<file path="src/rtl/lfsr_msg_decoder.sv">
// LFSR message decoder: learns the scrambler tap from a known preamble, then
// descrambles the payload. Build macro PARITY_CHECK_EN enables payload parity checking.
module lfsr_msg_decoder #(
    parameter int unsigned PREAMBLE_LEN = 4,
    parameter logic [6:0]  PAD_CHAR     = 7'h20,
    parameter logic [55:0] TAP_TABLE    = {7'h7E, 7'h5C, 7'h69, 7'h6A, 7'h72, 7'h78, 7'h48, 7'h60}
) (
    input  logic       clk_i,
    input  logic       rst_n_i,
    input  logic       start_i,
    input  logic       in_valid_i,
    input  logic [7:0] in_data_i,
    input  logic       in_last_i,
    output logic       in_ready_o,
    output logic       out_valid_o,
    output logic [7:0] out_data_o,
    input  logic       out_ready_i,
    output logic [2:0] tap_idx_o,
    output logic       done_o,
    output logic       error_o,
    output logic       parity_err_o
);

    typedef enum logic [1:0] {
        ST_IDLE     = 2'd0,
        ST_SEED     = 2'd1,
        ST_PREAMBLE = 2'd2,
        ST_PAYLOAD  = 2'd3
    } state_e;

    localparam logic [3:0] LAST_CNT = 4'(PREAMBLE_LEN - 1);

    state_e     state_q, state_d;
    logic [6:0] lfsr_q, lfsr_d;
    logic [7:0] cand_q, cand_d;
    logic [3:0] pre_cnt_q, pre_cnt_d;
    logic [2:0] tap_idx_q, tap_idx_d;
    logic       out_valid_q, out_valid_d;
    logic [7:0] out_data_q, out_data_d;
    logic       done_q, done_d;
    logic       error_q, error_d;
    logic       perr_q, perr_d;

    logic       in_ready;
    logic       accept;
    logic [6:0] taps [8];
    logic [6:0] seen_state;
    logic [7:0] tap_match;
    logic [7:0] cand_next;
    logic [2:0] low_idx;
    logic       pre_final;
    logic       byte_perr;
    logic [6:0] pay_next;
    logic [6:0] tap_next;

    // Each preamble byte reveals the full LFSR state, so every candidate tap
    // can be tested against the transition from the previous state.
    assign seen_state = in_data_i[6:0] ^ PAD_CHAR;

    genvar gi;
    generate
        for (gi = 0; gi < 8; gi++) begin : g_tap
            assign taps[gi]      = TAP_TABLE[gi*7 +: 7];
            assign tap_match[gi] = ({lfsr_q[5:0], ^(taps[gi] & lfsr_q)} == seen_state);
        end
    endgenerate

    assign cand_next = cand_q & tap_match;
    assign pre_final = (pre_cnt_q == LAST_CNT);

    always_comb begin
        low_idx = 3'd0;
        for (int i = 7; i >= 0; i--) begin
            if (cand_next[i]) begin
                low_idx = 3'(i);
            end
        end
    end

    assign tap_next = {seen_state[5:0], ^(taps[low_idx] & seen_state)};
    assign pay_next = {lfsr_q[5:0], ^(taps[tap_idx_q] & lfsr_q)};

`ifdef PARITY_CHECK_EN
    assign byte_perr = in_data_i[7] ^ (^in_data_i[6:0]);
`else
    logic unused_parity_bit;
    assign unused_parity_bit = in_data_i[7];
    assign byte_perr         = 1'b0;
`endif

    // State register
    always_ff @(posedge clk_i or negedge rst_n_i) begin
        if (!rst_n_i) begin
            state_q <= ST_IDLE;
        end else begin
            state_q <= state_d;
        end
    end

    // Next-state logic
    always_comb begin
        state_d = state_q;
        case (state_q)
            ST_IDLE: begin
                if (start_i) begin
                    state_d = ST_SEED;
                end
            end
            ST_SEED: begin
                if (accept) begin
                    state_d = in_last_i ? ST_IDLE : ST_PREAMBLE;
                end
            end
            ST_PREAMBLE: begin
                if (accept) begin
                    if (in_last_i || (pre_final && (cand_next == 8'h00))) begin
                        state_d = ST_IDLE;
                    end else if (pre_final) begin
                        state_d = ST_PAYLOAD;
                    end
                end
            end
            ST_PAYLOAD: begin
                if (accept && in_last_i) begin
                    state_d = ST_IDLE;
                end
            end
            default: state_d = ST_IDLE;
        endcase
    end

    // Output logic: a free or draining output slot lets a byte in
    always_comb begin
        in_ready = (state_q != ST_IDLE) && (!out_valid_q || out_ready_i);
        accept   = in_valid_i && in_ready;
    end

    always_comb begin
        lfsr_d      = lfsr_q;
        cand_d      = cand_q;
        pre_cnt_d   = pre_cnt_q;
        tap_idx_d   = tap_idx_q;
        out_valid_d = out_valid_q && !out_ready_i;
        out_data_d  = out_data_q;
        done_d      = 1'b0;
        error_d     = error_q;
        perr_d      = perr_q;
        case (state_q)
            ST_IDLE: begin
                if (start_i) begin
                    error_d   = 1'b0;
                    perr_d    = 1'b0;
                    tap_idx_d = 3'd0;
                    cand_d    = 8'hFF;
                    pre_cnt_d = 4'd0;
                end
            end
            ST_SEED: begin
                if (accept) begin
                    if (in_last_i) begin
                        error_d = 1'b1;
                        done_d  = 1'b1;
                    end else begin
                        lfsr_d    = seen_state;
                        pre_cnt_d = 4'd1;
                    end
                end
            end
            ST_PREAMBLE: begin
                if (accept) begin
                    if (in_last_i) begin
                        error_d = 1'b1;
                        done_d  = 1'b1;
                    end else begin
                        cand_d    = cand_next;
                        lfsr_d    = seen_state;
                        pre_cnt_d = pre_cnt_q + 4'd1;
                        if (pre_final) begin
                            if (cand_next == 8'h00) begin
                                error_d = 1'b1;
                                done_d  = 1'b1;
                            end else begin
                                // Payload starts one step past the last preamble state
                                tap_idx_d = low_idx;
                                lfsr_d    = tap_next;
                            end
                        end
                    end
                end
            end
            ST_PAYLOAD: begin
                if (accept) begin
                    out_valid_d = 1'b1;
                    out_data_d  = {byte_perr, in_data_i[6:0] ^ lfsr_q};
                    lfsr_d      = pay_next;
                    if (byte_perr) begin
                        perr_d = 1'b1;
                    end
                    if (in_last_i) begin
                        done_d = 1'b1;
                    end
                end
            end
            default: ;
        endcase
    end

    always_ff @(posedge clk_i or negedge rst_n_i) begin
        if (!rst_n_i) begin
            lfsr_q      <= 7'd0;
            cand_q      <= 8'hFF;
            pre_cnt_q   <= 4'd0;
            tap_idx_q   <= 3'd0;
            out_valid_q <= 1'b0;
            out_data_q  <= 8'd0;
            done_q      <= 1'b0;
            error_q     <= 1'b0;
            perr_q      <= 1'b0;
        end else begin
            lfsr_q      <= lfsr_d;
            cand_q      <= cand_d;
            pre_cnt_q   <= pre_cnt_d;
            tap_idx_q   <= tap_idx_d;
            out_valid_q <= out_valid_d;
            out_data_q  <= out_data_d;
            done_q      <= done_d;
            error_q     <= error_d;
            perr_q      <= perr_d;
        end
    end

    assign in_ready_o   = in_ready;
    assign out_valid_o  = out_valid_q;
    assign out_data_o   = out_data_q;
    assign tap_idx_o    = tap_idx_q;
    assign done_o       = done_q;
    assign error_o      = error_q;
    assign parity_err_o = perr_q;

endmodule

</file>
<file path="config.mk">
export PLATFORM = sky130hd
export DESIGN_NAME = lfsr_msg_decoder
export DESIGN_NICKNAME = d
export VERILOG_FILES = /design/src/rtl/lfsr_msg_decoder.sv
export SDC_FILE = /design/constraint.sdc
export NUM_CORES = 1
export LEC_CHECK = 0
export BUFFER_PORTS_ARGS = -buffer_cell sky130_fd_sc_hd__buf_2
export CAP_MARGIN = 20
export CORE_MARGIN = 8
export CORE_UTILIZATION = 55
export CTS_BUF_LIST = sky130_fd_sc_hd__clkbuf_16
export DETAILED_ROUTE_END_ITERATION = 6
export GPL_TIMING_DRIVEN = 0
export MAX_ROUTING_LAYER = met4
export PLACE_DENSITY = 0.76
export SLEW_MARGIN = 20
export SYNTH_ARGS = -nofsm -noshare
export SYNTH_HDL_FRONTEND = slang
export SYNTH_SLANG_ARGS = --single-unit
</file>
<file path="constraint.sdc">
create_clock -name clk_i -period 4.65 [get_ports clk_i]
set_input_delay 0.6975 -clock clk_i [delete_from_list [all_inputs] [get_ports clk_i]]
set_output_delay 0.6975 -clock clk_i [all_outputs]
set_load 0.02 [all_outputs]
</file>
==> flow_summary.yaml <==
outcome:
  status: "finished, final reports clean"
floorplanning:
  die_x_um: 86.5
  dieArea_um2: 7480
  die_h_um: 86.5
  start_util_pct: 57.5
  core_area_um2: 4750
  rows: 25
  ioPinCount: 30
routing:
  vias_per_cell: 5.52
  vias: 2275
  routed_wl_um: 6090
  drc: 0
  ant_nets: 0
  drt-wirelength-per-cell_um: 14.8
  drtIter0Drc: 255
  first_pass_iters: 5
final_layout:
  fillers: 428
  layout_commonest_cell: "nand2_1"
  stdcell_count: 412
  diodes: 0
  final_layout_size_suffix_gt1_share_pct: 17.4
  synthToLayoutAreaGrowth_pct: 12.3
  final_cell_mix: "49 x nand2_1, 35 x nor2_1, 26 x dfrtp_1, 22 x buf_2, 21 x o21ai_0"
  final_nets: 371
clocking:
  postCtsSetupBuffers: 0
  cts_resized: 0
  cts_tree: "done"
  clkTransAtPathRegs_ns: 0.06
  cts_root_buf: "clkbuf_16"
  htree_levels: 2
  cts_sinks: 34
  hold_buffers: 0
  clock_latency_ns: 0.28
  cts_made_buffers: 5
  clockBufferDepth: 2
critical_path:
  critPathMaxFanout: 6
  rr_endpoint: "lfsr_q[0]$_DFFE_PN0P_"
  crit_path_end_kind: "register"
  startpoint_type: "primary input"
  crit_type: "in -> reg"
  regToRegSetupSlack_ns: 0.93
  cp.arrival_ns: 4.13
  critPathRequiredTime_ns: 4.86
  r2r-start: "lfsr_q[6]$_DFFE_PN0P_"
  reg2reg_depth: 17
sta:
  finalMaxSlewViolations: 0
  skew_ns: 0.00554
  period_needed_ns: 3.92
  setup_viol: 0
  tns_ns: 0
  tightestPinTransition_ns: 0.958
  maxSlewHeadroom_pct: 35.2
  finalCritPeriodShare_pct: 84.2
  fmax_ghz: 0.255
  rsz0062_at_grt: "no"
  final-hold-violation-count: 0
grt:
  antenna_found_initial: 0
  grt-ovfl-total: 0
  grt_pass1_wl_um: 10400
  grt_usage_pct: 17.6
  first_global_vias: 2189
  grt_max_degree: 35
synth:
  synth.cell_area_um2: 2730
  synth-async-reset-ratio_pct: 100
  ys_seq_area_share_pct: 31.5
  synth_edf_count: 0
  synth_area_per_cell_um2: 8.71
  synth_flop_cell: "dfrtp_1"
  yosys_warnings: 0
  ys_seq_elements: 34
  synth_cell_types: 58
  syn_inst: 314
flow_run:
  drv_cap: 0
placement:
  gp_congestion: 0.936
  dp_hpwl_um: 4550
  io_buffers: 22
  place_inst: 404
worst_hold_path:
  min_path_type: "reg -> reg"
  holdPathEnd: "out_data_o[4]$_DFFE_PN0P_"
  hold_path.startpoint: "out_data_o[4]$_DFFE_PN0P_"
  whs_path_depth: 2
power:
  power.leakage_nw: 1.37
  peakVddDrop_mv: 0.441
  powerDensity_nw_per_um2: 759
[synthesized netlist by cell type, types with 7 or more instances]
cell type / n / area (µm²)
nor2_1: 35 / 131
dfstp_2: 8 / 210
a22oi_1: 9 / 67.6
o21ai_0: 21 / 105
nand2_1: 49 / 184
a21oi_1: 13 / 65.1
dfrtp_1: 26 / 651
inv_1: 13 / 48.8
xnor2_1: 16 / 140
ha_1: 13 / 163
clkbuf_1: 11 / 41.3
nand2b_1: 7 / 43.8
nand3_1: 7 / 35.0
xor2_1: 8 / 70.1
[how the worst max path moves through the flow]
stage | start | to | slack (ns) | cells past startpoint
5_1_grt | in_data_i[0] | lfsr_q[0]$_DFFE_PN0P_ | 0.54 | 16
4_1_cts | in_data_i[0] | lfsr_q[0]$_DFFE_PN0P_ | 0.74 | 17
3_5_place_dp | in_data_i[0] | lfsr_q[0]$_DFFE_PN0P_ | 0.51 | 16
2_1_floorplan | in_data_i[0] | lfsr_q[0]$_DFFE_PN0P_ | 1.14 | 16
3_3_place_gp | in_data_i[0] | lfsr_q[0]$_DFFE_PN0P_ | 0.56 | 17
6_report | in_data_i[0] | lfsr_q[0]$_DFFE_PN0P_ | 0.73 | 17
[cell type report]
class / instances / area [µm²] / share of cell area [%]
multi-input combinational: 247 / 1670 / 54.4
sequential: 34 / 861 / 28.0
buffer: 21 / 156 / 5.09
clock buffer: 5 / 125 / 4.07
timing repair buffer: 22 / 110 / 3.59
tap: 67 / 83.8 / 2.73
inverter: 13 / 48.8 / 1.59
clock inverter: 3 / 13.8 / 0.448
[state kept, by name (all words and copies together) (netlist names)]
register and cells:
out_valid_o 1, error_o 1, done_o 1, lfsr_q 7
tap_idx_o 3, cand_q 8, state_q 2, pre_cnt_q 4
out_data_o 7
[cells by family after synthesis]
logic type / count (synthesis) / synth area share, %
buffers and inverters: 34 / 7.51
DFF: 34 / 31.5
adders and majority gates: 13 / 5.95
and+or+nand+nor: 115 / 18.8
AOI/OAI and AO/OA: 79 / 20.0
muxes: 7 / 2.84
other: 1 / 0.137
xor gates and xnor gates: 31 / 13.2
[report_power, final]
part | switching, mW | internal [mW]
logic | 0.905 | 0.642
registers | 0.0564 | 0.414
clock network | 0.119 | 0.194
[routing by layer]
| layer | track usage (%) | up-vias | share of wire (%) |
|---|---|---|---|
| met5 | - | - | 0 |
| met4 | 5.48 | 0 | 1.1 |
| met3 | 3.69 | 7 | 7.7 |
| met2 | 27.5 | 74 | 46 |
| met1 | 22.2 | 1060 | 45 |
| li1 | - | 1134 | - |
[through the flow]
step / setup WS (ns) / power, mW / area [µm²] / util [%] / hold WS [ns]
6_report: 0.733 / 2.33 / 3070 / 64.6 / 0.469
5_1_grt: 0.544 / 2.51 / 3070 / 64.6 / 0.501
4_1_cts: 0.744 / 2.32 / 3070 / 64.6 / 0.478
3_5_place_dp: 0.510 / 2.00 / 2930 / 61.7 / 0.465
3_3_place_gp: 0.559 / 1.96 / 2930 / 61.7 / 0.455
2_1_floorplan: 1.14 / 1.71 / 2740 / - / 0.402
[worst max-delay path: stages]
cell and delay [ns]:
buf_2 0.19, xnor3_2 0.55, xnor2_2 0.22, nor2_1 0.16, a21oi_1 0.06, o21ai_0 0.18, a22o_1 0.15, a22oi_1 0.08
nor2_1 0.39, ha_1 0.22, nand2_1 0.06, a2111oi_2 0.36, xnor2_1 0.21, xnor2_2 0.15, xnor2_1 0.15, mux2i_1 0.19
nand2b_1 0.11
Note: power is estimated with default switching activity, not from simulation.
